### src/rtl/uc_pkg.sv
// Shared definitions for the unit-clause path: literal encoding, the
// per-variable assignment entry and the arbiter state encoding.
package uc_pkg;

    localparam int UC_LENGTH = 512;
    localparam int LIT_W     = $clog2(UC_LENGTH);
    localparam int NUM_VAR   = UC_LENGTH / 2;
    localparam int VAR_W     = LIT_W - 1;

    // A literal is {variable index, polarity}; polarity 1 is the positive literal.
    typedef logic [LIT_W-1:0] lit_t;
    typedef logic [VAR_W-1:0] var_idx_t;

    // One assignment-table entry: whether the variable is set, and to which value.
    typedef struct packed {
        logic asg;
        logic val;
    } var_ent_t;

    typedef enum logic [1:0] {
        RUN,
        CONFLICT,
        CLEAR
    } uca_state_e;

    // Variable index carried by a literal.
    function automatic var_idx_t lit_var(input lit_t lit);
        return lit[LIT_W-1:1];
    endfunction

    // Polarity carried by a literal.
    function automatic logic lit_pol(input lit_t lit);
        return lit[0];
    endfunction

endpackage

### src/rtl/rr_arbiter.sv
// Round-robin arbiter: grants the first requester at or after the pointer,
// wrapping, and moves the pointer one past the winner after each grant.
module rr_arbiter #(
    parameter  int N     = 4,
    localparam int IDX_W = (N > 1) ? $clog2(N) : 1
) (
    input  logic             clk,
    input  logic             rst,
    input  logic [N-1:0]     req,
    input  logic             en,
    input  logic             ptr_clr,
    output logic [N-1:0]     gnt,
    output logic [IDX_W-1:0] gnt_idx,
    output logic             gnt_valid
);

    logic [IDX_W-1:0] ptr;

    // Pick the first requester starting from ptr, wrapping around.
    always_comb begin : p_pick
        logic [IDX_W-1:0] idx;
        // NOTE: every output gets a default before the search loop so no path
        // leaves a value unassigned, which would otherwise infer a latch.
        gnt       = '0;
        gnt_idx   = '0;
        gnt_valid = 1'b0;
        idx       = '0;
        for (int i = 0; i < N; i++) begin
            idx = IDX_W'((int'(ptr) + i) % N);
            if (en && !gnt_valid && req[idx]) begin
                gnt_valid = 1'b1;
                gnt[idx]  = 1'b1;
                gnt_idx   = idx;
            end
        end
    end

    // Advance the pointer past the winner; clear it on reset or end of table sweep.
    always_ff @(posedge clk) begin
        // NOTE: clocked state uses non-blocking assignments so every flop samples
        // pre-edge values; blocking here would create order-dependent races.
        if (rst || ptr_clr) begin
            ptr <= '0;
        end else if (gnt_valid) begin
            ptr <= (gnt_idx == IDX_W'(N - 1)) ? '0 : gnt_idx + 1'b1;
        end
    end

endmodule

### src/rtl/uc_arbiter.sv
// Unit clause arbiter: forwards one engine literal per cycle to the unit
// clause queue, filtering duplicates against an assignment table and
// flagging conflicts (both polarities of one variable).
module uc_arbiter
    import uc_pkg::*;
#(
    parameter  int NUM_ENG = 4,
    localparam int IDX_W   = (NUM_ENG > 1) ? $clog2(NUM_ENG) : 1
) (
    input  logic                     clk,
    input  logic                     rst,
    input  logic [NUM_ENG-1:0]       eng_valid,
    input  logic [NUM_ENG*LIT_W-1:0] eng_lit,
    output logic [NUM_ENG-1:0]       eng_ready,
    input  logic                     ucq_full,
    output logic                     ucq_push,
    output logic [LIT_W-1:0]         uca2ucq,
    input  logic                     clear,
    output logic                     busy,
    output logic                     conflict,
    output logic [LIT_W-1:0]         conflict_lit,
    output logic [15:0]              push_cnt
);

    uca_state_e       state;
    var_idx_t         sweep_cnt;
    var_ent_t         tbl [NUM_VAR];

    logic             arb_en;
    logic             sweep_done;
    logic [NUM_ENG-1:0] gnt;
    logic [IDX_W-1:0] gnt_idx;
    logic             gnt_valid;
    lit_t             g_lit;
    var_ent_t         g_ent;
    logic             lit_new;
    logic             lit_conf;

    // Grants only happen in RUN, outside reset, with room downstream and no clear pending.
    assign arb_en     = !rst && (state == RUN) && !clear && !ucq_full;
    assign sweep_done = (state == CLEAR) && !clear && (sweep_cnt == VAR_W'(NUM_VAR - 1));

    rr_arbiter #(.N(NUM_ENG)) u_rr (
        .clk       (clk),
        .rst       (rst),
        .req       (eng_valid),
        .en        (arb_en),
        .ptr_clr   (sweep_done),
        .gnt       (gnt),
        .gnt_idx   (gnt_idx),
        .gnt_valid (gnt_valid)
    );

    // Select the granted engine's literal.
    always_comb begin
        g_lit = '0;
        for (int i = 0; i < NUM_ENG; i++) begin
            if (gnt_idx == IDX_W'(i)) begin
                g_lit = eng_lit[i*LIT_W +: LIT_W];
            end
        end
    end

    // Classify the granted literal against the table: new, duplicate or conflicting.
    assign g_ent    = tbl[lit_var(g_lit)];
    assign lit_new  = gnt_valid && !g_ent.asg;
    assign lit_conf = gnt_valid && g_ent.asg && (g_ent.val != lit_pol(g_lit));

    // Duplicates and conflicts are consumed too; only new literals are pushed.
    assign eng_ready = gnt;
    assign ucq_push  = lit_new;
    assign uca2ucq   = lit_new ? g_lit : '0;

    // Control FSM: conflict capture, push counting and the clear sweep.
    always_ff @(posedge clk) begin
        if (rst) begin
            state        <= RUN;
            sweep_cnt    <= '0;
            busy         <= 1'b0;
            conflict     <= 1'b0;
            conflict_lit <= '0;
            push_cnt     <= '0;
        end else if (clear) begin
            state     <= CLEAR;
            sweep_cnt <= '0;
            busy      <= 1'b1;
        end else begin
            case (state)
                RUN: begin
                    if (lit_new && (push_cnt != 16'hFFFF)) begin
                        push_cnt <= push_cnt + 16'd1;
                    end
                    if (lit_conf) begin
                        conflict     <= 1'b1;
                        conflict_lit <= g_lit;
                        state        <= CONFLICT;
                    end
                end
                CONFLICT: begin
                    state <= CONFLICT;
                end
                CLEAR: begin
                    if (sweep_done) begin
                        state    <= RUN;
                        busy     <= 1'b0;
                        conflict <= 1'b0;
                        push_cnt <= '0;
                    end else begin
                        sweep_cnt <= sweep_cnt + 1'b1;
                    end
                end
                default: begin
                    state <= RUN;
                end
            endcase
        end
    end

    // Assignment table: record new literals, zero one entry per cycle while clearing.
    always_ff @(posedge clk) begin
        if (rst) begin
            // NOTE: this table is a flop array whose contents decide correctness
            // right after reset, so it is reset explicitly; a RAM could not be.
            for (int i = 0; i < NUM_VAR; i++) begin
                tbl[i] <= '0;
            end
        end else if (state == CLEAR) begin
            tbl[sweep_cnt] <= '0;
        end else if (lit_new) begin
            tbl[lit_var(g_lit)] <= '{asg: 1'b1, val: lit_pol(g_lit)};
        end
    end

endmodule

### config.mk
export PLATFORM = sky130hd
export DESIGN_NAME = uc_arbiter
export DESIGN_NICKNAME = d
export VERILOG_FILES = /design/src/rtl/uc_pkg.sv /design/src/rtl/rr_arbiter.sv /design/src/rtl/uc_arbiter.sv
export SDC_FILE = /design/constraint.sdc
export NUM_CORES = 1
export LEC_CHECK = 0
export ABC_AREA = 1
export CELL_PAD_IN_SITES_DETAIL_PLACEMENT = 0
export CELL_PAD_IN_SITES_GLOBAL_PLACEMENT = 1
export CORE_MARGIN = 2
export CORE_UTILIZATION = 30
export CTS_BUF_LIST = sky130_fd_sc_hd__clkbuf_4
export DETAILED_ROUTE_END_ITERATION = 16
export HOLD_SLACK_MARGIN = 0.1
export PLACE_DENSITY_LB_ADDON = 0.2
export SYNTH_ARGS = -nofsm -noshare
export SYNTH_HDL_FRONTEND = slang
export SYNTH_SLANG_ARGS = --single-unit
### constraint.sdc
create_clock -name clk -period 8.8 [get_ports clk]
set_clock_uncertainty 0.05 [all_clocks]
set_input_delay 1.76 -clock clk [delete_from_list [all_inputs] [get_ports clk]]
set_output_delay 1.76 -clock clk [all_outputs]
set_load 0.02 [all_outputs]
# Word level (Yosys, flattened, before mapping)
# Memory sizes are Yosys's and may differ from the RTL's.
# Cells that the tools add are included.
# totals
regBits	39
ram_bits	512
input_bits	44
out_inout_bits	41
word_cells	145
memories	1
# op_classes
add_sub_neg	6
n_lt_le_gt_ge	8
eq_ne	13
n_mux	61
bitwise_logic	5
n_reduce_logical	43
# memory_table
memory	words	word_bits	read_ports	rd_clocked_by_memory_dff	write_ports	line_no	rtl
tbl	256	2	1	0	256	uc_arbiter.sv:27	var_ent_t tbl [NUM_VAR];
# ops
operator	count
$mux W9	5
$mux W16	2
$pmux W16 S2	1
$mux W1	27
$logic_and A1 B1 Y1	20
$mux W2	10
$add A16 B1 Y16 const B	1
$mux W4	4
$mux W8	2
$ne A16 B16 Y1 const B	1
$lt A2 B3 Y1 const B	4
$or A4 B4 Y4	3
$add A8 B1 Y8 const B	1
$bmux W1 S2	4
$demux W1 S2	4
$eq A8 B8 Y1 const B	1
$ge A2 B1 Y1 const B	4
$reduce_and A2 Y1	4
$reduce_and A4 Y1	2
$logic_not A1 Y1	7
$eq A2 B2 Y1 const B	3
$pmux W2 S3	1
$reduce_bool A2 Y1	3
$reduce_or A2 Y1	3
other kinds (13)	19

# Depth between registers and ports, before layout
# Gate-level depths: netlist of the first run.
# An unclocked memory read counts as a cell.
# logic_depth
ltp_word	32
depth_mapped	41
ltp_nobuf	38

# Hierarchy
# From an unflattened synthesis of the first run, not the netlist that was laid out.
# hier_totals
cells_unflattened	3652
area_unflattened_um2	30615.6
# modules_own_cells
module	n_inst	cells_per_inst	area_per_inst_um2
uc_arbiter	1	3557	30053.8
rr_arbiter	1	95	561.8

# Least setup slack after synthesis of the first run
# OpenSTA, ideal clock, no wires.
# synth_path
path_kind	input -> output
from	in clear
to	out ucq_push
t_arrival_ps	6094
required_ps	6990
setup_slack_ps	896
cell_stages	29
n_path_buf	5
path_cell_list	inv_2 -> nand2_1 -> nor4_1 -> inv_1 -> nor3_2 -> nor2_1 -> nand2_1 -> inv_1 -> o32ai_1 -> inv_1 -> ha_1 -> inv_2 -> or2_1 -> clkbuf_1 -> clkbuf_1 -> nand3_1 -> nand3_1 -> nand3_1 -> nand3_1 -> nand3_1 -> nand3_1 -> nand3_1 -> nand3_1 -> nand2_2 -> nand2_2 -> buf_2 -> buf_1 -> clkbuf_1 -> inv_1
# synth_between
elab_chain_len	25
elab_cells_between_ends	32
# synth_rtl
item	line_no	rtl
start: declaration	uc_arbiter.sv:18	input logic clear,
$logic_not A1 Y1 *	uc_arbiter.sv:40	assign arb_en = !rst && (state == RUN) && !clear && !ucq_full;
$logic_and A1 B1 Y1 * (2 in a row)	uc_arbiter.sv:40	
$logic_and A1 B1 Y1	rr_arbiter.sv:30	if (en && !gnt_valid && req[idx]) begin
$mux W1	rr_arbiter.sv:30	
$logic_not A1 Y1	rr_arbiter.sv:30	
$logic_and A1 B1 Y1 (2 in a row)	rr_arbiter.sv:30	
$mux W1	rr_arbiter.sv:30	
$logic_not A1 Y1	rr_arbiter.sv:30	
[3 not listed]	-	
$logic_not A1 Y1	rr_arbiter.sv:30	
$logic_and A1 B1 Y1 (2 in a row)	rr_arbiter.sv:30	
$mux W2	rr_arbiter.sv:30	
$logic_not A2 Y1	uc_arbiter.sv:58	if (gnt_idx == IDX_W'(i)) begin
$mux W9 (4 in a row)	uc_arbiter.sv:58	
$mem_v2 Z256 W2	-	
$logic_not A1 Y1	uc_arbiter.sv:66	assign lit_new = gnt_valid && !g_ent.asg;
$logic_and A1 B1 Y1 *	uc_arbiter.sv:66	
end: declaration	uc_arbiter.sv:16	output logic ucq_push,
# Mark *: on every way between the ends. The rest lies on a longest branch, timed or not.

# Worst setup path after layout of the first run
# layout_path
from	in clear
to	out uca2ucq[4]
# layout_between
elab_chain_len	26
elab_cells_between_ends	33
# layout_rtl
item	line_no	rtl
$logic_not A1 Y1 *	uc_arbiter.sv:40	
$logic_and A1 B1 Y1 * (2 in a row)	uc_arbiter.sv:40	
$logic_and A1 B1 Y1	rr_arbiter.sv:30	
$mux W1	rr_arbiter.sv:30	
$logic_not A1 Y1	rr_arbiter.sv:30	
$logic_and A1 B1 Y1 (2 in a row)	rr_arbiter.sv:30	
$mux W1	rr_arbiter.sv:30	
$logic_not A1 Y1	rr_arbiter.sv:30	
[4 not listed]	-	
$logic_and A1 B1 Y1 (2 in a row)	rr_arbiter.sv:30	
$mux W2	rr_arbiter.sv:30	
$logic_not A2 Y1	uc_arbiter.sv:58	
$mux W9 (4 in a row)	uc_arbiter.sv:58	
$mem_v2 Z256 W2	-	
$logic_not A1 Y1	uc_arbiter.sv:66	
$logic_and A1 B1 Y1	uc_arbiter.sv:66	
$mux W9 *	uc_arbiter.sv:72	assign uca2ucq = lit_new ? g_lit : '0;
end: declaration	uc_arbiter.sv:17	output logic [LIT_W-1:0] uca2ucq,
# Marked as above.

==> results of run 1 <==
-- worst max path at each step --
stage	end	depth (start not counted)
5_1_grt	uca2ucq[3]	33
6_report	uca2ucq[4]	30
3_3_place_gp	uca2ucq[0]	29
2_1_floorplan	ucq_push	29
3_5_place_dp	uca2ucq[0]	29
4_1_cts	uca2ucq[5]	33
-- placed cells by master, fill, tap and decap left out, types with 5 or more instances in the layout --
cell type,Yosys,routed
nand2_1,820,817
inv_2,10,13
o21ai_0,44,43
dfxtp_1,39,39
edfxtp_1,512,512
nor2_1,482,480
clkinv_1,3,33
clkbuf_4,0,239
xor2_1,12,12
ha_1,10,10
clkbuf_2,1,6
nor3_1,116,116
a21oi_1,36,35
o21a_1,5,5
o21ai_1,30,30
nand4_1,8,8
clkdlybuf4s50_1,0,74
nand2_2,10,8
nand3_1,779,774
buf_4,26,473
inv_1,63,61
nand3_2,2,7
nor2_2,14,16
nor2_4,5,5
a22oi_1,5,5
buf_12,0,73
-- what timing repair did --
| action | in CTS | in global routing |
|---|---|---|
| pin swaps | 0 | 3 |
| resized for setup | 11 | 26 |
| endpoints found under the setup margin | 10 | 10 |
| hold buffers | 0 | 0 |
-- flip-flops by register name (all words and copies together) (netlist names) --
signal	cells
busy	1
conflict	1
state	2
tbl	512
push_cnt	16
u_rr.ptr	2
conflict_lit	9
sweep_cnt	8
-- worst max-delay path: cells and delay by family --
kind / cells / cell delay [ns]
AOI/OAI and AO/OA: 3 / 0.72
and+or+nand+nor: 14 / 1.95
adders and majority gates: 1 / 0.27
buffers and inverters: 12 / 1.95
-- final cells by class --
| class | instances | area (µm²) |
|---|---|---|
| multi-input cells | 2406 | 10900 |
| clock inverters | 46 | 302 |
| fillers | 9448 | 56900 |
| clock buffers | 239 | 1790 |
| well taps | 1254 | 1570 |
| flip-flops and latches | 551 | 16200 |
| inverters | 76 | 305 |
| diodes | 2 | 5.00 |
| repair buffers | 633 | 5870 |
-- power by group through the flow --
stage | sequential (mW) | combinational [mW] | clock, mW
2_1_floorplan | 3.03 | 1.32 | 0
3_3_place_gp | 3.03 | 2.74 | 0
3_5_place_dp | 3.03 | 2.75 | 0
4_1_cts | 2.98 | 2.76 | 2.61
5_1_grt | 2.98 | 2.97 | 2.74
6_report | 2.98 | 2.77 | 2.54
-- cells by family (layout without fill, tap and decap cells) --
logic type / count (synthesis) / after routing / synth area share [%]
other: 0 / 2 / 0
XOR/XNOR: 14 / 14 / 0.431
buffers and inverters: 360 / 994 / 5.55
flip-flops: 551 / 551 / 56.7
AO/OA/AOI/OAI: 138 / 138 / 2.78
adder cells (fa/ha/maj): 10 / 10 / 0.439
AND/OR/NAND/NOR: 2244 / 2244 / 34.1
-- metal layers --
layer	global-route usage [%]	wire, µm	vias to the layer above
li1	-	-	12500
met4	9.76	4350	0
met1	27.6	44400	13000
met2	37.0	51500	1021
met3	4.37	7880	222
met5	0	0	-
-- per-stage QoR --
step           setup TNS (ns)  hold WS (ns)  cell area, µm²
3_5_place_dp            -2.38         0.415           34700
2_1_floorplan               0         0.394           28500
4_1_cts                     0         0.431           36800
6_report                    0         0.428           36800
3_3_place_gp            -2.39         0.412           34700
5_1_grt                     0         0.445           36800
-- cell usage after synthesis (all sizes together) --
cell type  instances
a211oi             2
a21boi             1
a21oi             36
a221oi             3
a22o               4
a22oi              8
buf              159
clkbuf           125
clkinv             3
dfxtp             39
edfxtp           512
ha                10
inv               73
nand2            830
nand3            781
nand3b             1
nand4              8
nor2             501
nor3             117
nor3b              1
nor4               4
o2111ai            1
o21a               5
o21ai             74
o21bai             2
o221ai             1
o32ai              1
or2                1
xnor2              2
xor2              12
==> results_dict.tcl, run 1 <==
set metrics [dict create \
    coreArea_um2 93700 \
    drtAntennaViolNets 0 \
    synth.largest_area_cell "edfxtp_1" \
    r2r-end "tbl[5][1]$_SDFFCE_PN0P_" \
    via_count 26700 \
    synth_seq_area_share_pct 56.7 \
    max_freq_ghz 0.118 \
    setup_viol 0 \
    power_frac_seq_pct 35.9 \
    hold_class "register to register" \
    grt_max_degree 162 \
    p_per_area_nw_per_um2 225 \
    cts_buffers 162 \
    portBuffers 84 \
    grt_pass1_wl_um 162000 \
    syn_area_per_cell_um2 8.58 \
    grt_remaining_overflow 0 \
    synth_nets 3371 \
    syn_inst 3317 \
    period_share_pct 96.7 \
    hold_depth 2 \
    criticalPathCategory "input pin to output port" \
    worst_slew_pin_slew_ns 1.04 \
    ys_seq_elements 551 \
    dieWidth_um 312 \
    routed_wl_um 108000 \
    min_to "conflict_lit[8]$_SDFFE_PP0P_" \
    htreeDepth 4 \
    dpl_worst_slack_ns -0.402 \
    maxCapViolCount 0 \
    drt_iter0_drc 2459 \
    antenna_found_initial 3 \
    fin_nets 3884 \
    clk_latency_ns 1.06 \
    crit_required_ns 6.99 \
    r2r_start "u_rr.ptr[0]$_SDFFE_PP0P_" \
    p_int_mw 5.29 \
    avgViaCountPerCell 5.13 \
    swShare_pct 36.1 \
    finalPower_mw 8.29 \
    clkPwrFrac_pct 30.6 \
    drive_above_1_share_pct 22.1 \
    hp-start "conflict_lit[8]$_SDFFE_PP0P_" \
    setup_ws_ns 0.290 \
    slew_headroom_pct 30.5 \
    cts_tree "built" \
    num_io_pins 85 \
    slew_violations 0 \
    crit_top_cell "nand3_1" \
    cts_sinks 551 \
    post-route-util_pct 39.3 \
    dpl.cell_count 4920 \
    p_leak_nw 14.2 \
    clk_path_buf_depth 3 \
    critPathArrivalTime_ns 6.70 \
    row_count 112 \
    syn_area_um2 28500 \
    yosysWarnings 0 \
    switchingPower_mw 3.00 \
    end_kind "output port" \
    grt_usage_pct 22.1 \
    synth_top_area_share_pct 54.0 \
    root_buffer "clkbuf_4" \
    drc 0 \
    initial_core_util_pct 30.4 \
    ys_types 42 \
    detail_route.wl_per_cell_um 20.8 \
    path_max_fanout 18 \
    crit_slowest_cell "clkdlybuf4s50_1" \
    layout.cells.non_filler 5207 \
    gp_congestion 0.874 \
    ir_worst_vdd_uv 102 \
    area_delta_synth_final_pct 29.4 \
    comb_power_share_pct 33.5 \
    die_y_um 312 \
    die_area_um2 97400 \
    rsz0062_at_grt "no" \
    r2r_cells 35 \
    dp_hpwl_um 71400 \
    synth.top_cells.by_area "edfxtp_1 (54%), nand3_1 (14%), nand2_1 (11%)" \
    status "finished clean" \
    r2r_slack_ns 1.59 \
    cp-start-kind "input pin" \
    dr.pass1.iters 5 \
    clkTransAtPathRegs_ns 0.07 \
    slowest_delay_ns 0.44 \
    fin_crit_ns 8.51 \
    grt_pass1_vias 27500 \
    startpoint "clear" \
    cts_setup_buffers 0 \
    hold_viol_final 0 \
]
Note: power is estimated with default switching activity, not from simulation.
==> run 2, diff against run 1 <==
- SYNTH_HIERARCHICAL: unset -> 1
==> results_dict.tcl, run 2 <==
set metrics [dict create \
    min_to "state[0]$_SDFFE_PP0P_" \
    synth_commonest_cells "nand2_1 (850), nand3_1 (841), edfxtp_1 (512)" \
    p_leak_nw 14.5 \
    period_share_pct 95.4 \
    hp-start "state[1]$_SDFFE_PP0P_" \
    htreeDepth 4 \
    fin_nets 3705 \
    largest_register "tbl" \
    area_delta_synth_final_pct 14.1 \
    power_frac_seq_pct 43.1 \
    detail_route.wl_per_cell_um 21.2 \
    swShare_pct 33.7 \
    clk_path_buf_depth 3 \
    avgViaCountPerCell 5.19 \
    ys_seq_elements 551 \
    r2r_start "u_rr/ptr[1]$_SDFFE_PP0P_" \
    fillerInstances 10500 \
    grt_remaining_overflow 0 \
    p_int_mw 4.56 \
    grt_pass1_wl_um 161000 \
    largest_reg_flops 512 \
    clkTransAtPathRegs_ns 0.06 \
    multi_input_comb_area_um2 11900 \
    setup_viol 0 \
    drt_iter0_drc 2206 \
    clk_latency_ns 1.03 \
    dp_hpwl_um 62500 \
    hold_class "register to register" \
    cts_hold_buf 0 \
    layout_common_cells "nand2_1 (849), nand3_1 (838), edfxtp_1 (512), nor2_1 (309), inv_1 (261)" \
    drtAntennaViolNets 0 \
    hold_ws_ns 0.378 \
    synth_seq_area_share_pct 52.8 \
    cts_tree "built" \
    path_max_fanout 31 \
    drive_above_1_share_pct 12.6 \
    grt_pass1_vias 25700 \
    status "finished clean" \
    synth-edff-count 512 \
    end_kind "output port" \
    regArea_um2 16200 \
    worst_slew_pin_slew_ns 1.06 \
    finalSetupTns_ns 0 \
    r2r_slack_ns 1.96 \
    r2r_cells 31 \
    slew_headroom_pct 29.4 \
    p_per_area_nw_per_um2 197 \
    row_count 117 \
    via_count 26700 \
    comb_power_share_pct 23.0 \
    drc 0 \
    synth.largest_area_cell "edfxtp_1" \
    synth_ff_type "edfxtp_1" \
    die_area_um2 105000 \
    grt_usage_pct 20.4 \
    initial_core_util_pct 30.2 \
    dr.pass1.iters 6 \
    yosysMostFrequentCell "nand2_1" \
    gp_congestion 0.807 \
    finalPower_mw 6.88 \
    max_freq_ghz 0.119 \
    ir_worst_vdd_uv 102 \
    clkPwrFrac_pct 33.9 \
    ys_types 47 \
    num_io_pins 85 \
    antenna_found_initial 2 \
    largestRegisters "tbl x512, push_cnt x16, conflict_lit x9" \
    crit_required_ns 6.99 \
    cts_sinks 551 \
    syn_inst 3652 \
    async_flop_share_pct 0 \
    coreArea_um2 101000 \
    portBuffers 84 \
    synth_top_area_share_pct 50.2 \
    switchingPower_mw 2.32 \
    maxCapViolCount 0 \
    syn_area_um2 30600 \
    r2r-end "tbl[101][0]$_SDFFCE_PN0P_" \
    criticalPathCategory "input pin to output port" \
    synth_nets 3702 \
    critPathArrivalTime_ns 6.59 \
    setup_ws_ns 0.402 \
    fin_crit_ns 8.40 \
    hold_depth 1 \
    synth.top_cells.by_area "edfxtp_1 (50%), nand3_1 (14%), nand2_1 (10%)" \
    grt_max_degree 160 \
    root_buffer "clkbuf_4" \
    layout_commonest_cell "nand2_1" \
    routed_wl_um 109000 \
    dpl_worst_slack_ns -0.0618 \
    die_y_um 323 \
    hold_viol_final 0 \
    syn_area_per_cell_um2 8.38 \
    slew_violations 0 \
    cp-start-kind "input pin" \
    yosysWarnings 6 \
    cts_buffers 154 \
    dieWidth_um 323 \
]
## run 2: cell count changes in the layout (fill, tap and decap cells not counted), sizes merged, moves of 64 or more
cell / before / now
nor2: 501 / 348
inv: 79 / 277
buf: 549 / 116
nand3: 781 / 845
nor3: 117 / 47
nand4: 8 / 240
## run 2: what timing repair did
| action | in CTS | in global routing |
|---|---|---|
| pin swaps | 0 | 2 |
| setup buffers | 0 | 4 |
| gates resized for setup | 1 | 16 |
| endpoints found under the setup margin | 9 | 10 |
| cloned | 0 | 3 |
| endpoints found under the hold margin | 0 | 0 |
## run 2: logic make-up (layout without fill, tap and decap cells)
kind of cell | Yosys count | count (layout) | share of synthesized area (%)
and+or+nand+nor | 2376 | 2376 | 36.0
xor gates and xnor gates | 10 | 10 | 0.286
buffers and inverters | 630 | 745 | 9.13
AOI/OAI and AO/OA | 79 | 79 | 1.54
other | 0 | 3 | 0
adders and majority gates | 6 | 6 | 0.245
DFF | 551 | 551 | 52.8
## run 2: worst max path at each step
| stage | startpoint | end | slack (ns) | cells after the start |
|---|---|---|---|---|
| detailed placement | clear | uca2ucq[0] | -0.06 | 25 |
| CTS | clear | uca2ucq[0] | 0.06 | 25 |
| global placement | clear | uca2ucq[2] | -0.01 | 25 |
| global route | rst | uca2ucq[1] | -0.0009 | 28 |
| floorplan | rst | uca2ucq[0] | 1.45 | 25 |
| finish | clear | uca2ucq[0] | 0.40 | 27 |
## run 2: power groups by stage
stage / Combinational, mW / Sequential, mW / Clock, mW
after floorplan: 0.925 / 3.01 / 0
after global placement: 1.55 / 3.02 / 0
after detailed placement: 1.54 / 3.02 / 0
after CTS: 1.55 / 2.97 / 2.40
after global routing: 1.72 / 2.97 / 2.53
final: 1.58 / 2.97 / 2.33
## run 2: worst max-delay path, cell delays in order
cell	delay, ns
clkdlybuf4s50_1	0.42
nor2_1	0.19
inv_1	0.10
nor3_1	0.13
buf_4	0.18
nand2_1	0.06
inv_1	0.06
nand3_1	0.18
nand2_1	0.11
nand2_1	0.09
nand2_2	0.19
inv_2	0.12
nand2_1	0.15
nor2_2	0.08
o31ai_4	0.31
buf_12	0.27
buf_12	0.25
nand3_1	0.14
nand3_1	0.12
nand3_1	0.24
nand3_1	0.14
nand3_1	0.17
nand3_1	0.21
nand2_4	0.07
nand2_2	0.15
nor2_1	0.08
clkdlybuf4s50_1	0.55
## run 2: layout make-up
| cell class | count | share of cell area [%] |
|---|---|---|
| Antenna cell | 3 | 0.0215 |
| Timing Repair Buffer | 203 | 6.33 |
| Multi-Input combinational cell | 2471 | 34.0 |
| Clock buffer | 224 | 4.82 |
| Clock inverter | 44 | 0.623 |
| Tap cell | 1368 | 4.90 |
| Inverter | 274 | 3.04 |
| Sequential cell | 551 | 46.3 |
## run 2: layer usage
layer	part of all wire [%]	vias to the layer above	global-route usage (%)
met3	6.4	157	3.52
met1	44	13000	27.1
met2	47	887	33.7
li1	-	12600	-
met5	0	-	0
met4	2.3	0	6.34
## run 2: through the flow
stage,util [%],std cells,cell area [µm²]
after floorplan,-,3652,30600
after global placement,32.4,4860,32900
after detailed placement,32.4,4860,32900
after CTS,34.3,5128,34800
after global routing,34.4,5138,34900
final,34.4,5138,34900
==> run 3, diff against run 2 <==
- CTS_CLUSTER_SIZE: unset -> 10
- REMOVE_ABC_BUFFERS: unset -> 1
==> results_dict.tcl, run 3 (synthesis results as in run 2) <==
set metrics [dict create \
    clk_path_buf_depth 3 \
    cts_buffers 158 \
    num_io_pins 85 \
    crit_slowest_cell "clkdlybuf4s50_1" \
    critPathArrivalTime_ns 6.56 \
    grt_usage_pct 20.8 \
    avgViaCountPerCell 5.16 \
    largest_register "tbl" \
    area_delta_synth_final_pct 14.4 \
    layout_commonest_cell "nand2_1" \
    slowest_delay_ns 0.62 \
    r2r_slack_ns 1.84 \
    max_freq_ghz 0.119 \
    maxCapViolCount 0 \
    p_leak_nw 14.6 \
    crit_top_cell "nand3_1" \
    hold_class "register to register" \
    drt_iter0_drc 2330 \
    slew_headroom_pct 28.5 \
    path_max_fanout 12 \
    cp-endpoint "uca2ucq[7]" \
    cts_sinks 551 \
    row_count 117 \
    r2r-end "tbl[101][0]$_SDFFCE_PN0P_" \
    root_buffer "clkbuf_4" \
    criticalPathCategory "input pin to output port" \
    largestRegisters "tbl x512, push_cnt x16, conflict_lit x9" \
    antenna_found_initial 2 \
    startpoint "rst" \
    dieWidth_um 323 \
    drtAntennaViolNets 0 \
    grt_max_degree 116 \
    clkTransAtPathRegs_ns 0.05 \
    post-route-util_pct 34.5 \
    clk_latency_ns 1.02 \
    stdcell_area_um2 35000 \
    dp_hpwl_um 63600 \
    grt_remaining_overflow 0 \
    end_kind "output port" \
    detail_route.wl_per_cell_um 21.1 \
    rsz0062_at_grt "no" \
    status "finished clean" \
    r2r_start "u_rr/ptr[1]$_SDFFE_PP0P_" \
    fin_nets 3710 \
    setup_viol 0 \
    drive_above_1_share_pct 12.7 \
    fin_crit_ns 8.37 \
    hold_viol_final 0 \
    drc 0 \
    slew_violations 0 \
    initial_core_util_pct 30.2 \
    gp_congestion 0.822 \
    portBuffers 84 \
    die_y_um 323 \
    crit_required_ns 6.99 \
    worst_slew_pin_slew_ns 1.07 \
    via_count 26600 \
    cp-start-kind "input pin" \
    routed_wl_um 109000 \
    largest_reg_flops 512 \
    p_per_area_nw_per_um2 198 \
    r2r_cells 32 \
    die_area_um2 105000 \
    dr.pass1.iters 6 \
    htreeDepth 4 \
    period_share_pct 95.1 \
    coreArea_um2 101000 \
    cts_tree "built" \
    ir_worst_vdd_uv 103 \
    layout_common_cells "nand2_1 (849), nand3_1 (839), edfxtp_1 (512), nor2_1 (309), inv_1 (261)" \
    grt_pass1_wl_um 164000 \
    place_area_um2 33000 \
    grt_pass1_vias 25900 \
]
run 3: cell type report:
| type | count | area [µm²] |
|---|---|---|
| Fill cell | 10600 | 66400 |
| Sequential cell | 551 | 16200 |
| Multi-Input combinational cell | 2471 | 11900 |
| Timing Repair Buffer | 204 | 2270 |
| Tap cell | 1368 | 1710 |
| Clock buffer | 225 | 1690 |
| Inverter | 274 | 1060 |
| Clock inverter | 52 | 267 |
| Antenna cell | 1 | 2.50 |
run 3: critical path, delay by kind of cell:
| family | cells | cell delay [ns] |
|---|---|---|
| AND/OR/NAND/NOR | 21 | 2.69 |
| buffers and inverters | 8 | 2.09 |
run 3: worst min path at each step:
stage                           from                     to  slack, ns  cells past startpoint
2_1_floorplan  state[1]$_SDFFE_PP0P_  state[0]$_SDFFE_PP0P_       0.36                      1
3_3_place_gp   state[1]$_SDFFE_PP0P_  state[0]$_SDFFE_PP0P_       0.38                      1
3_5_place_dp   state[1]$_SDFFE_PP0P_  state[0]$_SDFFE_PP0P_       0.38                      1
4_1_cts        state[1]$_SDFFE_PP0P_  state[0]$_SDFFE_PP0P_       0.39                      1
5_1_grt        state[1]$_SDFFE_PP0P_  state[0]$_SDFFE_PP0P_       0.43                      1
6_report       state[1]$_SDFFE_PP0P_  state[0]$_SDFFE_PP0P_       0.39                      1
run 3: stage by stage:
step           setup slack, ns  hold WS [ns]  setup TNS [ns]  instances  total power [mW]
2_1_floorplan            -8.44         0.363        -8260.40       3296              3.87
6_report                 0.432         0.386               0       5146              6.92
3_5_place_dp            0.0160         0.376               0       4863              4.58
4_1_cts                 0.0712         0.385               0       5140              7.00
3_3_place_gp           -0.0292         0.376         -0.0292       4863              4.59
5_1_grt                 0.0196         0.426               0       5146              7.26
run 3: layer usage:
| metal | routed length, µm | GRT usage (%) | vias up | part of all wire [%] |
|---|---|---|---|---|
| met2 | 51300 | 34.1 | 873 | 47 |
| met3 | 6330 | 3.51 | 164 | 5.8 |
| met1 | 48400 | 27.9 | 12900 | 45 |
| met5 | 13 | 0 | - | 0.012 |
| li1 | - | - | 12600 | - |
| met4 | 2630 | 6.63 | 2 | 2.4 |
run 3: report_power, final:
part	internal (mW)	switching, mW	leakage (nW)
sequential	2.94	0.0312	5.60
combinational	0.440	1.12	7.84
clock	1.23	1.16	1.17
total	4.61	2.31	14.6
run 3: what timing repair did:
action | in CTS | in global routing
setup buffers | 0 | 5
hold buffers | 0 | 0
pin swaps | 0 | 2
gates resized for setup | 1 | 9
setup endpoints to repair | 1 | 10
